[src/rtl/tst_mode_pkg.sv]
// Shared constants and FSM state type for the tester-interface mode decoder.
package tst_mode_pkg;

   localparam int          KEY_W_DEF    = 16;
   localparam logic [15:0] KEY_SCAN_DEF = 16'hA5C3;
   localparam logic [15:0] KEY_IDDQ_DEF = 16'h5A3C;
   localparam int          TMO_W_DEF    = 12;

   // Consecutive high tst samples required before a key attempt may start
   // when the TST deglitch filter is built in.
   localparam int          DEGLITCH_LEN = 8;

   typedef enum logic [2:0] {
      ST_IDLE  = 3'd0,
      ST_SHIFT = 3'd1,
      ST_CHECK = 3'd2,
      ST_SCAN  = 3'd3,
      ST_IDDQ  = 3'd4,
      ST_LOCK  = 3'd5
   } state_t;

endpackage

[src/rtl/tst_sync_edge.sv]
// Two-flop synchronizer for one asynchronous pad, plus a third flop that
// lets the caller see a single-cycle rising edge of the synchronized level.
module tst_sync_edge (
   input  logic clk,
   input  logic rst,
   input  logic pad,
   output logic sync,
   output logic rise
);

   logic meta;
   logic sync_q;
   logic prev;

   // Shift the pad through the metastability flop, the synced flop and the
   // edge-reference flop.
   always_ff @(posedge clk or posedge rst) begin
      if (rst) begin
         meta   <= 1'b0;
         sync_q <= 1'b0;
         prev   <= 1'b0;
      end else begin
         meta   <= pad;
         sync_q <= meta;
         prev   <= sync_q;
      end
   end

   assign sync = sync_q;
   assign rise = sync_q & ~prev;

endmodule

[src/rtl/tst_mode_dec.sv]
// Test-mode entry decoder: captures a serial key strobed on SCL/SDA while
// TST is high and grants scan or IDDQ mode until TST is released.
// Optional build macro TST_DEGLITCH_EN requires TST to be high for
// DEGLITCH_LEN consecutive cycles before a key attempt may begin.
module tst_mode_dec
   import tst_mode_pkg::*;
#(
   parameter int                KEY_W    = KEY_W_DEF,
   parameter logic [KEY_W-1:0]  KEY_SCAN = KEY_SCAN_DEF,
   parameter logic [KEY_W-1:0]  KEY_IDDQ = KEY_IDDQ_DEF,
   parameter int                TMO_W    = TMO_W_DEF
) (
   input  logic       clk,
   input  logic       rst,
   input  logic       i_tst,
   input  logic       i_sck,
   input  logic       i_sda,
   output logic       o_scan_mode,
   output logic       o_iddq_mode,
   output logic       o_test_any,
   output logic       o_key_err,
   output logic [4:0] o_bitcnt
);

   localparam logic [4:0]       BIT_LAST = 5'(KEY_W - 1);
   localparam logic [TMO_W-1:0] TMO_MAX  = {TMO_W{1'b1}};

   logic             tst_s;
   logic             tst_rise;
   logic             sck_s;
   logic             sck_rise;
   logic             sda_s;
   logic             sda_rise;
   logic             unused_rise;

   state_t           state;
   logic [KEY_W-1:0] shreg;
   logic [TMO_W-1:0] tmo;

`ifdef TST_DEGLITCH_EN
   logic [2:0]       deg_cnt;
`endif

   tst_sync_edge u_sync_tst (
      .clk  (clk),
      .rst  (rst),
      .pad  (i_tst),
      .sync (tst_s),
      .rise (tst_rise)
   );

   tst_sync_edge u_sync_sck (
      .clk  (clk),
      .rst  (rst),
      .pad  (i_sck),
      .sync (sck_s),
      .rise (sck_rise)
   );

   tst_sync_edge u_sync_sda (
      .clk  (clk),
      .rst  (rst),
      .pad  (i_sda),
      .sync (sda_s),
      .rise (sda_rise)
   );

   // Only the strobe edge matters; tst and sda are used as levels.
   assign unused_rise = tst_rise | sda_rise | sck_s;

   assign o_test_any = o_scan_mode | o_iddq_mode;

   // Key-entry FSM with registered mode/error outputs and bit counter.
   always_ff @(posedge clk or posedge rst) begin
      if (rst) begin
         state       <= ST_IDLE;
         shreg       <= '0;
         tmo         <= '0;
         o_bitcnt    <= '0;
         o_scan_mode <= 1'b0;
         o_iddq_mode <= 1'b0;
         o_key_err   <= 1'b0;
`ifdef TST_DEGLITCH_EN
         deg_cnt     <= '0;
`endif
      end else begin
         case (state)
            ST_IDLE: begin
               shreg       <= '0;
               tmo         <= '0;
               o_bitcnt    <= '0;
               o_scan_mode <= 1'b0;
               o_iddq_mode <= 1'b0;
               o_key_err   <= 1'b0;
`ifdef TST_DEGLITCH_EN
               if (!tst_s) begin
                  deg_cnt <= '0;
               end else if (deg_cnt == 3'(DEGLITCH_LEN - 1)) begin
                  deg_cnt <= '0;
                  state   <= ST_SHIFT;
               end else begin
                  deg_cnt <= deg_cnt + 3'd1;
               end
`else
               if (tst_s) begin
                  state <= ST_SHIFT;
               end
`endif
            end

            ST_SHIFT: begin
               if (!tst_s) begin
                  state    <= ST_IDLE;
                  shreg    <= '0;
                  tmo      <= '0;
                  o_bitcnt <= '0;
               end else if (sck_rise) begin
                  shreg    <= {shreg[KEY_W-2:0], sda_s};
                  o_bitcnt <= o_bitcnt + 5'd1;
                  tmo      <= '0;
                  if (o_bitcnt == BIT_LAST) begin
                     state <= ST_CHECK;
                  end
               end else if (o_bitcnt != 5'd0) begin
                  if (tmo == TMO_MAX) begin
                     shreg    <= '0;
                     tmo      <= '0;
                     o_bitcnt <= '0;
                  end else begin
                     tmo <= tmo + 1'b1;
                  end
               end
            end

            ST_CHECK: begin
               if (shreg == KEY_SCAN) begin
                  o_scan_mode <= 1'b1;
                  state       <= ST_SCAN;
               end else if (shreg == KEY_IDDQ) begin
                  o_iddq_mode <= 1'b1;
                  state       <= ST_IDDQ;
               end else begin
                  o_key_err <= 1'b1;
                  state     <= ST_LOCK;
               end
            end

            ST_SCAN, ST_IDDQ, ST_LOCK: begin
               if (!tst_s) begin
                  state       <= ST_IDLE;
                  shreg       <= '0;
                  tmo         <= '0;
                  o_bitcnt    <= '0;
                  o_scan_mode <= 1'b0;
                  o_iddq_mode <= 1'b0;
                  o_key_err   <= 1'b0;
               end
            end

            default: begin
               state <= ST_IDLE;
            end
         endcase
      end
   end

endmodule

[config.mk]
export PLATFORM = sky130hd
export DESIGN_NAME = tst_mode_dec
export DESIGN_NICKNAME = d
export VERILOG_FILES = /design/src/rtl/tst_mode_pkg.sv /design/src/rtl/tst_sync_edge.sv /design/src/rtl/tst_mode_dec.sv
export SDC_FILE = /design/constraint.sdc
export NUM_CORES = 1
export LEC_CHECK = 0
export ABC_AREA = 0
export CAP_MARGIN = 20
export CORE_UTILIZATION = 45
export CTS_CLUSTER_DIAMETER = 60
export DETAILED_ROUTE_END_ITERATION = 6
export PLACE_DENSITY = 0.75
export SETUP_SLACK_MARGIN = 0.5
export SYNTH_ARGS = -nofsm -noshare
export SYNTH_HDL_FRONTEND = slang
export SYNTH_SLANG_ARGS = --single-unit
[constraint.sdc]
create_clock -name clk -period 2.23 [get_ports clk]
set_input_delay 0.446 -clock clk [delete_from_list [all_inputs] [get_ports clk]]
set_output_delay 0.446 -clock clk [all_outputs]
set_load 0.02 [all_outputs]
# Word-level counts from Yosys, hierarchy flattened

Cells that the tools add are included.
Widths: inputs -> output; s select.

Logic and storage cells: 84
Register bits after elaboration: 46
Bits of input ports: 5
Output and inout bits: 9

Bitwise logic cells: 3
Eq/ne operators: 19
Reductions and logical operators: 11
Mux-type cells: 35
$add $sub $neg: 2

Operator list:

| kind                  | number |
|---|---|
| $mux 16               | 5 |
| $mux 12               | 5 |
| $pmux 16 s3           | 1 |
| $pmux 12 s3           | 1 |
| $mux 5                | 5 |
| $mux 3                | 6 |
| $eq 16x15->1 const B  | 1 |
| $eq 16x16->1 const B  | 1 |
| $reduce_and 4->1      | 4 |
| $pmux 5 s3            | 1 |
| $add 12x1->12 const B | 1 |
| $eq 12x12->1 const B  | 1 |
| $pmux 3 s4            | 1 |
| $ne 2x2->1 const B    | 5 |
| $pmux 1 s3            | 3 |
| $ne 4x4->1 const B    | 2 |
| $mux 1                | 7 |
| $eq 3x2->1 const B    | 2 |
| $eq 3x3->1 const B    | 2 |
| $ne 3x3->1 const B    | 2 |
| $reduce_and 3->1      | 2 |
| $reduce_bool 3->1     | 2 |
| $add 5x1->5 const B   | 1 |
| $eq 5x4->1 const B    | 1 |
| 8 further kinds       | 8 |

# Longest topological paths before layout

Depth after elaboration: 6
Gate-level depth with buffers: 8
Depth with buffers taken out: 7

# Hierarchy

From an unflattened synthesis, not the netlist that was laid out.

Cells, all modules: 204
Area total of the unflattened synthesis: 2,302.2 um2

By module, submodules not included:

| module        | cells each | seq. area each (um2) | area each (um2) | instances |
|---|---|---|---|---|
| tst_mode_dec  | 189        | 975.9                | 2,024.4         | 1 |
| tst_sync_edge | 5          | 75.1                 | 92.6            | 3 |

# Least setup slack after synthesis

OpenSTA, ideal clock, no wires.

Path type: register to register
Start: register o_bitcnt[0]
End: register shreg[2]
Period minus slack after synthesis: 1,967 ps
Arrival: 1,846 ps
Stages on the path, launching flop included: 8
Data required time: 2,109 ps
Slack: 263 ps
Cells stage by stage: dfrtp_1 > inv_1 > ha_1 > nor4b_2 > nor4_1 > o21ai_2 > buf_4 > a22o_1

Longest elaborated chain between the ends: 3

Ends and longest elaborated chain:

| what                       | line                | source |
|---|---|---|
| start, declared            | tst_mode_dec.sv:22  | `output logic [4:0] o_bitcnt` |
| start signal, assigned     | tst_mode_dec.sv:119 | `o_bitcnt <= o_bitcnt + 5'd1;` |
| $reduce_bool 5->1          | tst_mode_dec.sv:124 | `end else if (o_bitcnt != 5'd0) begin` |
| $ne 4x4->1 (no line)       | n/a                 |  |
| $reduce_and 4->1 (no line) | n/a                 |  |
| end signal, assigned       | tst_mode_dec.sv:118 | `shreg <= {shreg[KEY_W-2:0], sda_s};` |
| end, declared              | tst_mode_dec.sv:37  | `logic [KEY_W-1:0] shreg;` |

Every way passes these cells.
A chain may end at the register's enable or synchronous reset.

# Final worst setup path

Start: register o_bitcnt[0]
End: register state[1]

Longest elaborated chain between the ends: 3

Ends and longest elaborated chain:

| what                       | line                | source |
|---|---|---|
| $eq 5x4->1                 | tst_mode_dec.sv:121 | `if (o_bitcnt == BIT_LAST) begin` |
| $ne 3x3->1 (no line)       | n/a                 |  |
| $reduce_and 4->1 (no line) | n/a                 |  |
| end signal, assigned       | tst_mode_dec.sv:122 | `state <= ST_CHECK;` |
| end signal, assigned       | tst_mode_dec.sv:138 | `state <= ST_SCAN;` |
| end signal, assigned       | tst_mode_dec.sv:141 | `state <= ST_IDDQ;` |
| end, declared              | tst_mode_dec.sv:36  | `state_t state;` |

Every way passes these cells.

==> impl_metrics.json <==
{
  "status": "completed",
  "coreArea_um2": 4750,
  "hold_buffers": 0,
  "via_per_inst": 5.83,
  "use_met2": 0.305,
  "hold_class": "reg2reg",
  "grt_first_pass_wirelength_um": 7970,
  "wl_per_cell_um": 15.9,
  "critPathKind": "reg2reg",
  "portBuffers": 13,
  "grt-busiest-layer": "met2",
  "grt-ovfl-total": 0,
  "slew_headroom": 0.743,
  "ys_ff_latch": 46,
  "setup_viol": 0,
  "cts.clk_slew.worst_paths_ns": 0.09,
  "fp.dieH_um": 72.4,
  "dieArea_um2": 5240,
  "slew_viol_final": 0,
  "drt_pre_antenna_iters": 4,
  "hold_violations": 0,
  "clockBufferDepth": 2,
  "cp_max_fo": 4,
  "drt-initial-drc-count": 94,
  "totalWireLength_um": 4670,
  "drive_gt1_frac": 0.260,
  "arrival_ns": 2.00,
  "vias": 1714,
  "use_met1": 0.269,
  "syn-num-nets": 207,
  "final_common_cell": "dfrtp_1",
  "cap_violations": 0,
  "synth_area_um2": 2230,
  "critical_path_required_ns": 2.42,
  "area_delta_synth_final_pct": 25.0,
  "io_pins": 14,
  "nFillCells": 401,
  "num_antenna_cells": 0,
  "yosys_warnings": 0,
  "avgSynthCellArea_um2": 11.3,
  "critPathLaunchType": "flip-flop",
  "p_leak_uw": 0.00126,
  "tns_ns": 0,
  "nets": 235,
  "numCtsBuffers": 5,
  "synth-async-reset-ratio": 1.00,
  "fin_util": 0.586,
  "final_antenna_net_count": 0,
  "final_cell_mix": "42 x dfrtp_1, 19 x a22o_1, 13 x buf_4",
  "htree_levels": 2,
  "cts_sinks": 46,
  "yosysSeqAreaShare": 0.517,
  "period_share": 0.811,
  "cp-end-kind": "flip-flop",
  "root_buffer": "clkbuf_8",
  "netlist_instances": 198,
  "ys_types": 48,
  "max_freq_mhz": 553,
  "synth-main-ff-cell": "dfrtp_1",
  "routabilityCongestion": 0.774,
  "drc": 0,
  "max_stage_delay_ns": 0.44,
  "die_x_um": 72.4,
  "start_util": 0.469,
  "ir_drop_uv": 362,
  "tightestPinTransition_ns": 0.384,
  "grtUsageMet3": 0.0444,
  "cp_slowest_cell": "dfrtp_2",
  "skew_ns": 0.0111,
  "dp_hpwl_um": 2990,
  "grt_use_total": 0.199,
  "period_needed_ns": 1.81,
  "grt_max_degree": 21,
  "cts_tree": "built",
  "cp_cell_sequence": "ha_2 -> and3_1 -> ha_1 -> and2b_1 -> nor3_2 -> nor3_1 -> a211o_1",
  "powerDensity_nw_per_um2": 884,
  "rows": 25,
  "synth_edf_count": 0,
  "clk_latency_ns": 0.30,
  "antenna_found_initial": 0,
  "rsz0062_at_grt": "yes",
  "grt_pass1_vias": 1700
}
-- cell usage after synthesis, drive strengths merged (2+ instances only) --
cell type	count	share of area
dfrtp	46	0.52
a22o	19	0.075
a21oi	11	0.025
nand2	11	0.020
o21ai	10	0.024
buf	7	0.025
and3	6	0.019
inv	6	0.010
nor2	6	0.010
o31ai	6	0.020
or4	6	0.020
nor3	5	0.011
nor4	5	0.022
and2	4	0.012
ha	4	0.022
nand4	4	0.011
nor3b	4	0.016
or4bb	4	0.020
a211o	3	0.012
nand3	3	0.0067
nor2b	3	0.0084
or2	3	0.0084
clkbuf	2	0.0034
nand4b	2	0.0079
o21a	2	0.0067
or3	2	0.0056
or4b	2	0.0090
-- per-stage QoR --
| step | instances | total power (uW) | instance area [um^2] | hold WS (ns) | worst slack [ns] |
|---|---|---|---|---|---|
| after floorplan | 198 | 1480 | 2250 | 0.331 | 0.425 |
| after global placement | 274 | 1580 | 2450 | 0.333 | 0.330 |
| after detailed placement | 274 | 1600 | 2450 | 0.336 | 0.279 |
| after CTS | 291 | 2440 | 2730 | 0.356 | 0.415 |
| after global routing | 294 | 2600 | 2790 | 0.363 | 0.359 |
| final | 294 | 2460 | 2790 | 0.354 | 0.422 |
-- power breakdown --
part | total (uW) | leakage (uW) | switching (uW) | internal, uW
Clock | 618 | 0.0000514 | 283 | 334
Combinational | 901 | 0.000590 | 459 | 442
Sequential | 943 | 0.000615 | 55.5 | 888
Total | 2460 | 0.00126 | 797 | 1660
-- layout make-up --
| class | instances | area (um^2) | share of cell area |
|---|---|---|---|
| Sequential cell | 46 | 1160 | 0.415 |
| Inverter | 6 | 22.5 | 0.00809 |
| Clock inverter | 2 | 37.5 | 0.0135 |
| Timing Repair Buffer | 30 | 309 | 0.111 |
| Clock buffer | 6 | 72.6 | 0.0261 |
| Multi-Input combinational cell | 137 | 1100 | 0.396 |
| Tap cell | 67 | 83.8 | 0.0301 |
-- logic make-up (layout without fill, tap and decap cells) --
family                   Yosys count  in the layout  synth area share
flip-flops                        46             46             0.517
buffers and inverters             15             44            0.0387
AND/OR/NAND/NOR                   74             74             0.228
adder cells (fa/ha/maj)            4              4            0.0225
multiplexers                       2              2           0.00955
AO/OA/AOI/OAI                     56             56             0.181
XOR/XNOR                           1              1           0.00393
-- routing by layer --
layer,wire (um),part of all wire
met2,2240,0.48
met5,0,0
met4,70,0.015
met3,152,0.033
met1,2210,0.47
-- repair_timing --
action | CTS | global route
setup buffers | 7 | 3
resized for setup | 21 | 15
setup endpoints to repair | 44 | 36
pin swaps | 8 | 11
cloned | 2 | 0
-- final timing paths --
kind                                  from         endpoint  slack [ns]  cells past startpoint
min in group asynchronous              rst         shreg[2]        0.46                      2
max                            o_bitcnt[0]         state[1]        0.42                      7
min                        u_sync_sda.meta  u_sync_sda.sync        0.35                      0
min reg2reg                u_sync_sda.meta  u_sync_sda.sync        0.35                      0
max reg2reg                    o_bitcnt[0]         state[1]        0.42                      7
max in group asynchronous              rst           tmo[8]        1.25                      3
-- worst max-delay path: cells and delay by family, from the launching register on --
family | cells | cell delay, ns
simple gates | 4 | 0.58
flops | 1 | 0.44
fa+ha+maj | 2 | 0.38
compound gates | 1 | 0.29
-- registers in the layout (all words and copies together) (netlist names), 3 cells and up --
register	cells
o_bitcnt	5
shreg	16
state	3
tmo	12
Power figures use the tool's default switching activity.
